`src/rtl/time_keeper.sv`:
```
// 24-hour timekeeping core: divides clk down to a 1 Hz tick, keeps hr:min:sec,
// and provides a two-button set mode (mode cycles RUN/SET_HR/SET_MIN, inc bumps field).
module time_keeper #(
  parameter int unsigned TICKS_PER_SEC = 100000000,
  parameter int unsigned PRESC_W       = 27
) (
  input  logic       clk,
  input  logic       reset,
  input  logic       btn_mode,
  input  logic       btn_inc,
  output logic [0:5] hr,
  output logic [0:5] min,
  output logic [0:5] sec,
  output logic [0:1] set_mode,
  output logic       sec_tick
);

  typedef enum logic [1:0] {
    StRun    = 2'b00,
    StSetHr  = 2'b01,
    StSetMin = 2'b10
  } state_e;

  localparam logic [PRESC_W-1:0] PrescLast = PRESC_W'(TICKS_PER_SEC - 1);

  // [0],[1]: two-flop synchronizer; [2]: previous synchronized level for edge detect
  logic [2:0] mode_sync, inc_sync;
  logic       mode_p, inc_p;

  state_e             state;
  logic [PRESC_W-1:0] presc;
  logic [5:0]         hr_q, min_q, sec_q;
  logic               tick_q;

  logic wrap, sec_last, min_last, hr_last;

  // Wrap/carry conditions; >= keeps any corrupted value from escaping its range
  assign wrap     = (state == StRun) && (presc >= PrescLast);
  assign sec_last = (sec_q >= 6'd59);
  assign min_last = (min_q >= 6'd59);
  assign hr_last  = (hr_q >= 6'd23);

  // Synchronize buttons and register a one-cycle pulse on each rising edge
  always_ff @(posedge clk or negedge reset) begin
    if (!reset) begin
      mode_sync <= 3'b000;
      inc_sync  <= 3'b000;
      mode_p    <= 1'b0;
      inc_p     <= 1'b0;
    end else begin
      mode_sync <= {mode_sync[1:0], btn_mode};
      inc_sync  <= {inc_sync[1:0], btn_inc};
      mode_p    <= mode_sync[1] & ~mode_sync[2];
      inc_p     <= inc_sync[1] & ~inc_sync[2];
    end
  end

  // Set-mode FSM, prescaler and time registers
  always_ff @(posedge clk or negedge reset) begin
    if (!reset) begin
      state  <= StRun;
      presc  <= '0;
      hr_q   <= 6'd0;
      min_q  <= 6'd0;
      sec_q  <= 6'd0;
      tick_q <= 1'b0;
    end else begin
      tick_q <= 1'b0;
      unique case (state)
        StRun: begin
          if (wrap) begin
            presc  <= '0;
            tick_q <= 1'b1;
            if (sec_last) begin
              sec_q <= 6'd0;
              if (min_last) begin
                min_q <= 6'd0;
                hr_q  <= hr_last ? 6'd0 : hr_q + 6'd1;
              end else begin
                min_q <= min_q + 6'd1;
              end
            end else begin
              sec_q <= sec_q + 6'd1;
            end
          end else begin
            presc <= presc + 1'b1;
          end
          // A coincident tick is still applied above; the prescaler then parks at 0
          if (mode_p) begin
            state <= StSetHr;
            presc <= '0;
          end
        end
        StSetHr: begin
          presc <= '0;
          if (mode_p) begin
            state <= StSetMin;
          end else if (inc_p) begin
            hr_q <= hr_last ? 6'd0 : hr_q + 6'd1;
          end
        end
        StSetMin: begin
          presc <= '0;
          if (mode_p) begin
            // Restart the second so the first tick lands a full period after exit
            state <= StRun;
            sec_q <= 6'd0;
          end else if (inc_p) begin
            min_q <= min_last ? 6'd0 : min_q + 6'd1;
          end
        end
        default: begin
          state <= StRun;
          presc <= '0;
        end
      endcase
    end
  end

  assign hr       = hr_q;
  assign min      = min_q;
  assign sec      = sec_q;
  assign set_mode = state;
  assign sec_tick = tick_q;

endmodule
```
`config.mk`:
```
export PLATFORM = sky130hd
export DESIGN_NAME = time_keeper
export DESIGN_NICKNAME = d
export VERILOG_FILES = /design/src/rtl/time_keeper.sv
export SDC_FILE = /design/constraint.sdc
export NUM_CORES = 1
export LEC_CHECK = 0
export BUFFER_PORTS_ARGS = -buffer_cell sky130_fd_sc_hd__buf_4
export CORE_UTILIZATION = 50
export CTS_BUF_LIST = sky130_fd_sc_hd__clkbuf_8
export CTS_CLUSTER_DIAMETER = 200
export DETAILED_ROUTE_END_ITERATION = 8
export PLACE_DENSITY = 0.65
export SYNTH_ARGS = -nofsm -noshare
export SYNTH_HDL_FRONTEND = slang
export SYNTH_SLANG_ARGS = --single-unit
```
`constraint.sdc`:
```
create_clock -name clk -period 2.7 [get_ports clk]
set_input_delay 0.135 -clock clk [delete_from_list [all_inputs] [get_ports clk]]
set_output_delay 0.135 -clock clk [all_outputs]
set_load 0.1 [all_outputs]
```
==> results.md, run 1 <==
- H-Tree Depth: 2
- Async S/R FF share, synth: 100.0%
- Core area: 5140 um2
- Total power: 0.002186 W
- Setup TNS: 0 ps
- R2R depth: 8
- Final Hold Fails: 0
- TritonCTS buffer count: 5
- Worst slew margin: 53.80%
- Avg Cell Area, Syn: 10.44 um2
- Max-slew violations: 0
- Layout cells sized above 1: 16.44%
- Placer Congestion: 0.7605
- Die area: 5683 um2
- P_sw: 0.0009041 W
- WP depth: 8
- Crit share post-route: 74.70%
- Diodes inserted: 0
- Worst slew pin tran: 693.0 ps
- Finished Cell Area: 3069 um2
- Hold path startpoint: inc_sync[0]$_DFF_PN0_
- # hold bufs at CTS: 3
- Slowest CP cell: dfrtp_1
- Synth unique cells: 52
- Total track usage: 19.14%
- Synthesized Nets: 266
- CP Launch Type: register
- I/O pins: 25
- Slowest stage delay, CP: 420 ps
- Power density cells: 712.2 nW/um2
- Die extent in y: 75.39 um
- Worst path top cell family by delay: compound AO/OA/AOI/OAI gates
- Clock group share of total power: 21.3%
- Fill cells: 467
- Yosys warnings: 0
- # rows: 26
- # setup viols final: 0
- Worst vdd ir: 0.6979 mV
- CP bufs+invs: 2
- Vias/cell: 5.431
- Unrepaired setup endpoints after global routing: no
- Largest net degree at the start of global routing: 57
- Initial Utilization: 52.39%
- DR DRC count: 0
- Internal power: 0.001282 W
- Clock buffer depth: 2
- Area Overhead vs Synth: 13.99%
- Layout Nets: 299
- Detailed placer's ending HPWL: 3322 um
- Reg power frac: 45.6%
- Worst reg2reg path startpoint: presc[0]$_DFF_PN0_
- Synthesis-stage register bit count: 56
- Post-CTS Setup Bufs: 0
- Initial antenna violation count: 0
- DRT Wirelength: 4841 um
- Worst path cell trace: ha_1 > inv_1 > a21oi_1 > a21o_1 > nand3_1 > nand3b_2 > buf_4 > nor2_1
- Crit. End Element: register
- Post-synth EDFFs: 0
- Vias in the first global route: 1,716
- Sink Count: 56
- Vias after detailed routing: 1,966
- Clock-pin transition on the worst setup and hold timing paths: 100 ps
- Fmax: 495.8 MHz
- Root Driver: clkbuf_8
- Reg-to-reg slack, setup: 680 ps
- Outcome: complete, no violations
- WS Path Type: reg2reg
- Total gr overflow: 0
- DP Area: 2945 um2
- Switching Share: 41.36%
- Clock Latency Late Sink: 310 ps
- Data arrival time of the worst path: 2210 ps
- Min Tclk post-route: 2017 ps
- TritonCTS clock tree: done
- Hold Path End: inc_sync[1]$_DFF_PN0_
- Cells resized by post-CTS repair: 0
- Port bufs: 24
- Sequential area share after synthesis: 52.04%
- Wirelength per Cell: 13.37 um
- Logic pwr share: 33.0%
- Die W: 75.39 um
- Number of DRC markers in iteration 0: 75
- Maximum fanout along the worst path: 17
- RR Endpoint: presc[6]$_DFF_PN0_
- Detail Route Antenna Nets: 0
- Clk_skew: 12.68 ps
- Mapped cell area: 2693 um2
- Post-synth top flop: dfrtp_1
- Max-cap violations: 0
- Cells after synthesis: 258
- Router iterations before antenna repair: 4
- Leak: 1.368 nW
- Hold Path Class: reg2reg
- Hold Path Depth: 0
- Worst EP required: 2890 ps
- First-pass GRT wire length: 8128 um
-- metal layers --
| metal | up-vias | global-route usage [%] | wire [um] | part of all wire [%] |
|---|---|---|---|---|
| li1 | 973 | - | - | - |
| met1 | 960 | 27.86 | 2444 | 50 |
| met2 | 31 | 28.77 | 2216 | 46 |
| met3 | 2 | 4.762 | 158 | 3.3 |
| met4 | 0 | 4.938 | 22 | 0.45 |
| met5 | - | 0 | 0 | 0 |
-- power by group through the flow --
stage,registers [W],logic [W],clock network (W)
6_report,0.000997,0.000722,0.000467
5_1_grt,0.00101,0.000775,0.000524
4_1_cts,0.000997,0.000728,0.000484
3_5_place_dp,0.00101,0.000723,0
3_3_place_gp,0.00101,0.000721,0
2_1_floorplan,0.00134,0.000241,0
-- kinds of logic (layout without fill, tap and decap cells) --
group / count (synthesis) / in the layout / synth area share (%)
flip-flops: 56 / 56 / 52.04
XOR/XNOR: 25 / 25 / 8.132
AO/OA/AOI/OAI: 43 / 43 / 11.80
adder cells (fa/ha/maj): 5 / 5 / 2.231
AND/OR/NAND/NOR: 121 / 121 / 23.84
buffers and inverters: 7 / 41 / 1.533
multiplexers: 1 / 1 / 0.4182
-- how the worst max path moves through the flow --
stage,startpoint,endpoint
after floorplan,sec[5]$_DFFE_PN0P_,hr[2]$_DFFE_PN0P_
after global placement,presc[0]$_DFF_PN0_,presc[6]$_DFF_PN0_
after detailed placement,presc[0]$_DFF_PN0_,presc[9]$_DFF_PN0_
after CTS,presc[0]$_DFF_PN0_,presc[6]$_DFF_PN0_
after global routing,presc[0]$_DFF_PN0_,presc[7]$_DFF_PN0_
final,presc[0]$_DFF_PN0_,presc[6]$_DFF_PN0_
-- area by class of cell --
class / instances / area (um2) / area share (%)
sequential: 56 / 1401 / 45.66
multi-input combinational: 195 / 1250 / 40.73
timing repair buffer: 28 / 217.7 / 7.093
tap: 70 / 87.58 / 2.854
clock buffer: 6 / 82.58 / 2.691
inverter: 5 / 18.77 / 0.6115
clock inverter: 2 / 11.26 / 0.3669
-- placed cells by master, fill, tap and decap left out, drive strengths merged, types with 2 or more instances in the layout --
cell type,instances
ha,4
and2,3
xnor2,13
a32o,2
inv,6
o31ai,3
o21a,2
nand2,18
dfrtp,56
nand3,19
and3,8
a21oi,6
nand3b,3
nor2,40
nor2b,5
nand4,7
clkbuf,6
nor4,3
buf,25
nand2b,4
o2111a,2
o21ai,17
nor3,5
dlygate4sd3,3
a21o,2
xor2,12
-- state kept, by name, summed over array words and instances, names as in the netlist, 2 cells and up --
register   flops
hr             6
inc_sync       3
min            6
sec            6
set_mode       2
presc         27
mode_sync      3
-- metrics by stage --
stage          hold slack (ps)  utilization (%)  setup slack (ps)  instances
2_1_floorplan           -160.6                -             241.4        258
3_3_place_gp             227.7            57.30             739.2        351
3_5_place_dp             229.9            57.30             728.9        351
4_1_cts                  358.0            59.71             663.4        362
5_1_grt                  359.6            59.71             512.5        362
6_report                 354.5            59.71             683.1        362
-- synth_stat cells (2+ instances only) --
library cell | n | area share (%)
a21o_1 | 2 | 0.56
a21oi_1 | 5 | 0.93
a32o_1 | 2 | 0.74
and2_1 | 3 | 0.70
and3_1 | 8 | 1.9
buf_6 | 2 | 0.84
dfrtp_1 | 56 | 52
ha_1 | 4 | 1.9
inv_1 | 5 | 0.70
nand2_1 | 18 | 2.5
nand2b_1 | 3 | 0.70
nand3_1 | 17 | 3.2
nand3_2 | 2 | 0.74
nand3b_1 | 2 | 0.56
nand4_1 | 7 | 1.6
nor2_1 | 39 | 5.4
nor2b_1 | 5 | 1.2
nor3_1 | 4 | 0.74
nor4_1 | 2 | 0.46
o2111a_1 | 2 | 0.84
o21a_1 | 2 | 0.56
o21ai_0 | 11 | 2.0
o21ai_1 | 4 | 0.74
o31ai_1 | 2 | 0.56
xnor2_1 | 13 | 4.2
xor2_1 | 12 | 3.9
No activity file was read; power rests on OpenSTA's default activity.
==> inputs of run 2 (changes only) <==
- ABC_AREA: not set -> 1
- PLACE_DENSITY: 0.65 -> 0.64
- clock period: 2.7 -> 2.08 ns (I/O delays scaled with it)
==> run 2 against run 1 <==
Net effect: via count up 28%; maximum frequency up 15%; flip-flop and latch count did not move; total power rose by 47%; sequential power up 30%; clock skew increased by 2.6 ps; register-to-register slack lost 350 ps; final cell count up 39%; cell area grew 14%; global-route usage rose by 2.0 points; clock power is 42% higher.
==> results.md, run 2 <==
- Final Hold Fails: 0 (unchanged)
- Hold Path Class: in2async (was reg2reg)
- Worst vdd ir: 0.6230 mV (was 0.6979 mV)
- Root Driver: clkbuf_8 (unchanged)
- Power density cells: 917.5 nW/um2 (was 712.2 nW/um2)
- Vias in the first global route: 2,393 (was 1,716)
- I/O pins: 25 (unchanged)
- TritonCTS buffer count: 5 (unchanged)
- CP Launch Type: register (unchanged)
- Most frequent cells in the layout: nand2_1, nor2_1, dfrtp_1 (was dfrtp_1, nor2_1, buf_4)
- Largest register by flop count: presc (unchanged)
- Crit share post-route: 84.09% (was 74.70%)
- Area Overhead vs Synth: 12.59% (was 13.99%)
- Layout Nets: 436 (was 299)
- Clock Latency Late Sink: 330 ps (was 310 ps)
- Wirelength per Cell: 12.04 um (was 13.37 um)
- H-Tree Depth: 2 (unchanged)
- Number of DRC markers in iteration 0: 134 (was 75)
- WS Path Type: reg2reg (unchanged)
- Total track usage: 21.19% (was 19.14%)
- Post-layout util: 58.61% (was 59.71%)
- Vias/cell: 5.004 (was 5.431)
- Crit. End Element: register (unchanged)
- Reg power frac: 40.6% (was 45.6%)
- Area leader, netlist: dfrtp_1 (unchanged)
- Initial antenna violation count: 0 (unchanged)
- Maximum fanout along the worst path: 26 (was 17)
- Commonest non-fill, non-tap cell in the layout: nand2_1 (was dfrtp_1)
- Synth unique cells: 30 (was 52)
- Leak: 1.641 nW (was 1.368 nW)
- Clock buffer depth: 2 (unchanged)
- Synth area leaders: dfrtp_1, nand2_1, nor2_1 (was dfrtp_1, nor2_1, xnor2_1)
- Post-synth EDFFs: 0 (unchanged)
- # rows: 28 (was 26)
- Placer Congestion: 0.8835 (was 0.7605)
- DRT Wirelength: 6069 um (was 4841 um)
- GR Util met1: 28.01% (was 27.86%)
- Worst slew margin: 53.15% (was 53.80%)
- Non-Filler Instances: 504 (was 362)
- Synthesis-stage register bit count: 56 (unchanged)
- Clock group share of total power: 20.8% (was 21.3%)
- Switching Share: 45.58% (was 41.36%)
- Post-synth top area share: 45.20% (was 52.04%)
- Most Crowded Layer GR: met2 (unchanged)
- Min Tclk post-route: 1749 ps (was 2017 ps)
- Synthesized Nets: 403 (was 266)
- Internal power: 0.001743 W (was 0.001282 W)
- Worst EP required: 2280 ps (was 2890 ps)
- Sink Count: 56 (unchanged)
- Max-slew violations: 0 (unchanged)
- Finished Cell Area: 3491 um2 (was 3069 um2)
- Setup TNS: 0 ps (unchanged)
- Clk_skew: 15.32 ps (was 12.68 ps)
- Placed Cells: 493 (was 351)
- Die extent in y: 80.75 um (was 75.39 um)
- Logic pwr share: 38.6% (was 33.0%)
- Unrepaired setup endpoints after global routing: no (unchanged)
- Met2 Track Usage GR: 35.25% (was 28.77%)
- Met3 Use GR: 4.045% (was 4.762%)
- Router iterations before antenna repair: 5 (was 4)
- Vias after detailed routing: 2,522 (was 1,966)
- Diodes inserted: 0 (unchanged)
- Avg Cell Area, Syn: 7.849 um2 (was 10.44 um2)
- Max reg flops: 27 (unchanged)
- DP Area: 3363 um2 (was 2945 um2)
- Total power: 0.003203 W (was 0.002186 W)
- Die W: 80.75 um (was 75.39 um)
- Clock-pin transition on the worst setup and hold timing paths: 120 ps (was 100 ps)
- Die area: 6520 um2 (was 5683 um2)
- Initial Utilization: 52.06% (was 52.39%)
- Layout cells sized above 1: 18.41% (was 16.44%)
- Async S/R FF share, synth: 100.0% (unchanged)
- # setup viols final: 0 (unchanged)
- Core area: 5956 um2 (was 5140 um2)
- P_sw: 0.001460 W (was 0.0009041 W)
- Detailed placer's ending HPWL: 4410 um (was 3322 um)
- Fmax: 571.8 MHz (was 495.8 MHz)
- Cells after synthesis: 395 (was 258)
- Mapped cell area: 3100 um2 (was 2693 um2)
- Top cells by instance count after synthesis: nand2_1, nor2_1, dfrtp_1 (was dfrtp_1, nor2_1, nand2_1)
- Max-cap violations: 0 (unchanged)
- Sequential area share after synthesis: 45.20% (was 52.04%)
- Yosys warnings: 0 (unchanged)
- Count leader, synth: nand2_1 (was dfrtp_1)
- DR DRC count: 0 (unchanged)
- Port bufs: 24 (unchanged)
- First-pass GRT wire length: 10,650 um (was 8128 um)
- Total gr overflow: 0 (unchanged)
- Post-synth top flop: dfrtp_1 (unchanged)
- Detail Route Antenna Nets: 0 (unchanged)
- Data arrival time of the worst path: 1950 ps (was 2210 ps)
- Outcome: complete, no violations (unchanged)
- Worst slew pin tran: 702.7 ps (was 693.0 ps)
- TritonCTS clock tree: done (unchanged)
- Largest net degree at the start of global routing: 57 (unchanged)
## run 2: changes by cell type in the layout (fill, tap and decap cells not counted), moves of 9 or more
cell and delta:
dfrtp_2 +9, dfrtp_1 -9, inv_1 +37, nand2_2 +10, xnor2_1 -9, nor2_1 +37
nand3_1 +10, nand2_1 +77
## run 2: final timing paths
path / from / endpoint / slack (ps) / cells after the start
worst min register to register: mode_sync[0]$_DFF_PN0_ / mode_sync[1]$_DFF_PN0_ / 370 / 0
worst max register to register: presc[0]$_DFF_PN0_ / presc[20]$_DFF_PN0_ / 330 / 9
max in group asynchronous: reset / min[5]$_DFFE_PN0P_ / 1220 / 2
worst max-delay path: presc[0]$_DFF_PN0_ / presc[20]$_DFF_PN0_ / 330 / 9
min in group clk: mode_sync[0]$_DFF_PN0_ / mode_sync[1]$_DFF_PN0_ / 370 / 0
worst min-delay path: reset / inc_sync[1]$_DFF_PN0_ / 360 / 2
## run 2: timing repair
action | in CTS | in global routing
gates resized for setup | 0 | 0
buffers inserted | 0 | 0
hold buffers | 3 | 0
hold endpoints to repair | 58 | 0
## run 2: kinds of logic (layout without fill, tap and decap cells)
group | count (synthesis) | after routing | share of synthesized area [%]
and+or+nand+nor | 248 | 248 | 36.28
DFF | 56 | 56 | 45.20
adders and majority gates | 4 | 4 | 1.614
buffers and inverters | 51 | 85 | 7.142
xor gates and xnor gates | 20 | 20 | 5.649
AOI/OAI and AO/OA | 16 | 16 | 4.116
## run 2: power by group through the flow
stage / Clock, W / Combinational, W / Sequential, W
after global placement: 0 / 0.00122 / 0.00132
after global routing: 0.000723 / 0.00134 / 0.00132
after floorplan: 0 / 0.000536 / 0.00179
final: 0.000665 / 0.00124 / 0.00130
after CTS: 0.000684 / 0.00125 / 0.00130
after detailed placement: 0 / 0.00124 / 0.00133
## run 2: layout make-up
cell class	count	area [um2]
Sequential cell	56	1413
Multi-Input combinational cell	288	1478
Clock inverter	3	28.78
Inverter	47	176.4
Tap cell	75	93.84
Fill cell	576	2465
Clock buffer	5	68.82
Timing Repair Buffer	30	232.7
## run 2: through the flow
stage / worst slack, ps / hold slack (ps)
6_report: 331.0 / 355.0
4_1_cts: 327.1 / 372.2
2_1_floorplan: 6.904 / -191.6
3_3_place_gp: 376.3 / 204.4
5_1_grt: 140.1 / 389.7
3_5_place_dp: 342.4 / 209.0
## run 2: metal layers
| layer | vias up | share of wire [%] |
|---|---|---|
| met5 | - | 0 |
| met4 | 0 | 1.3 |
| met3 | 7 | 4.2 |
| met2 | 48 | 45 |
| met1 | 1162 | 50 |
| li1 | 1305 | - |
## run 2: worst max-delay path, stage by stage, from the launching register on
cell and delay, ps:
dfrtp_1 380, ha_1 180, nand2_1 100, nor2_4 120
nand2_2 90, nor2_1 170, nand2_2 110, nand4_2 90
buf_4 290, nor2_1 90
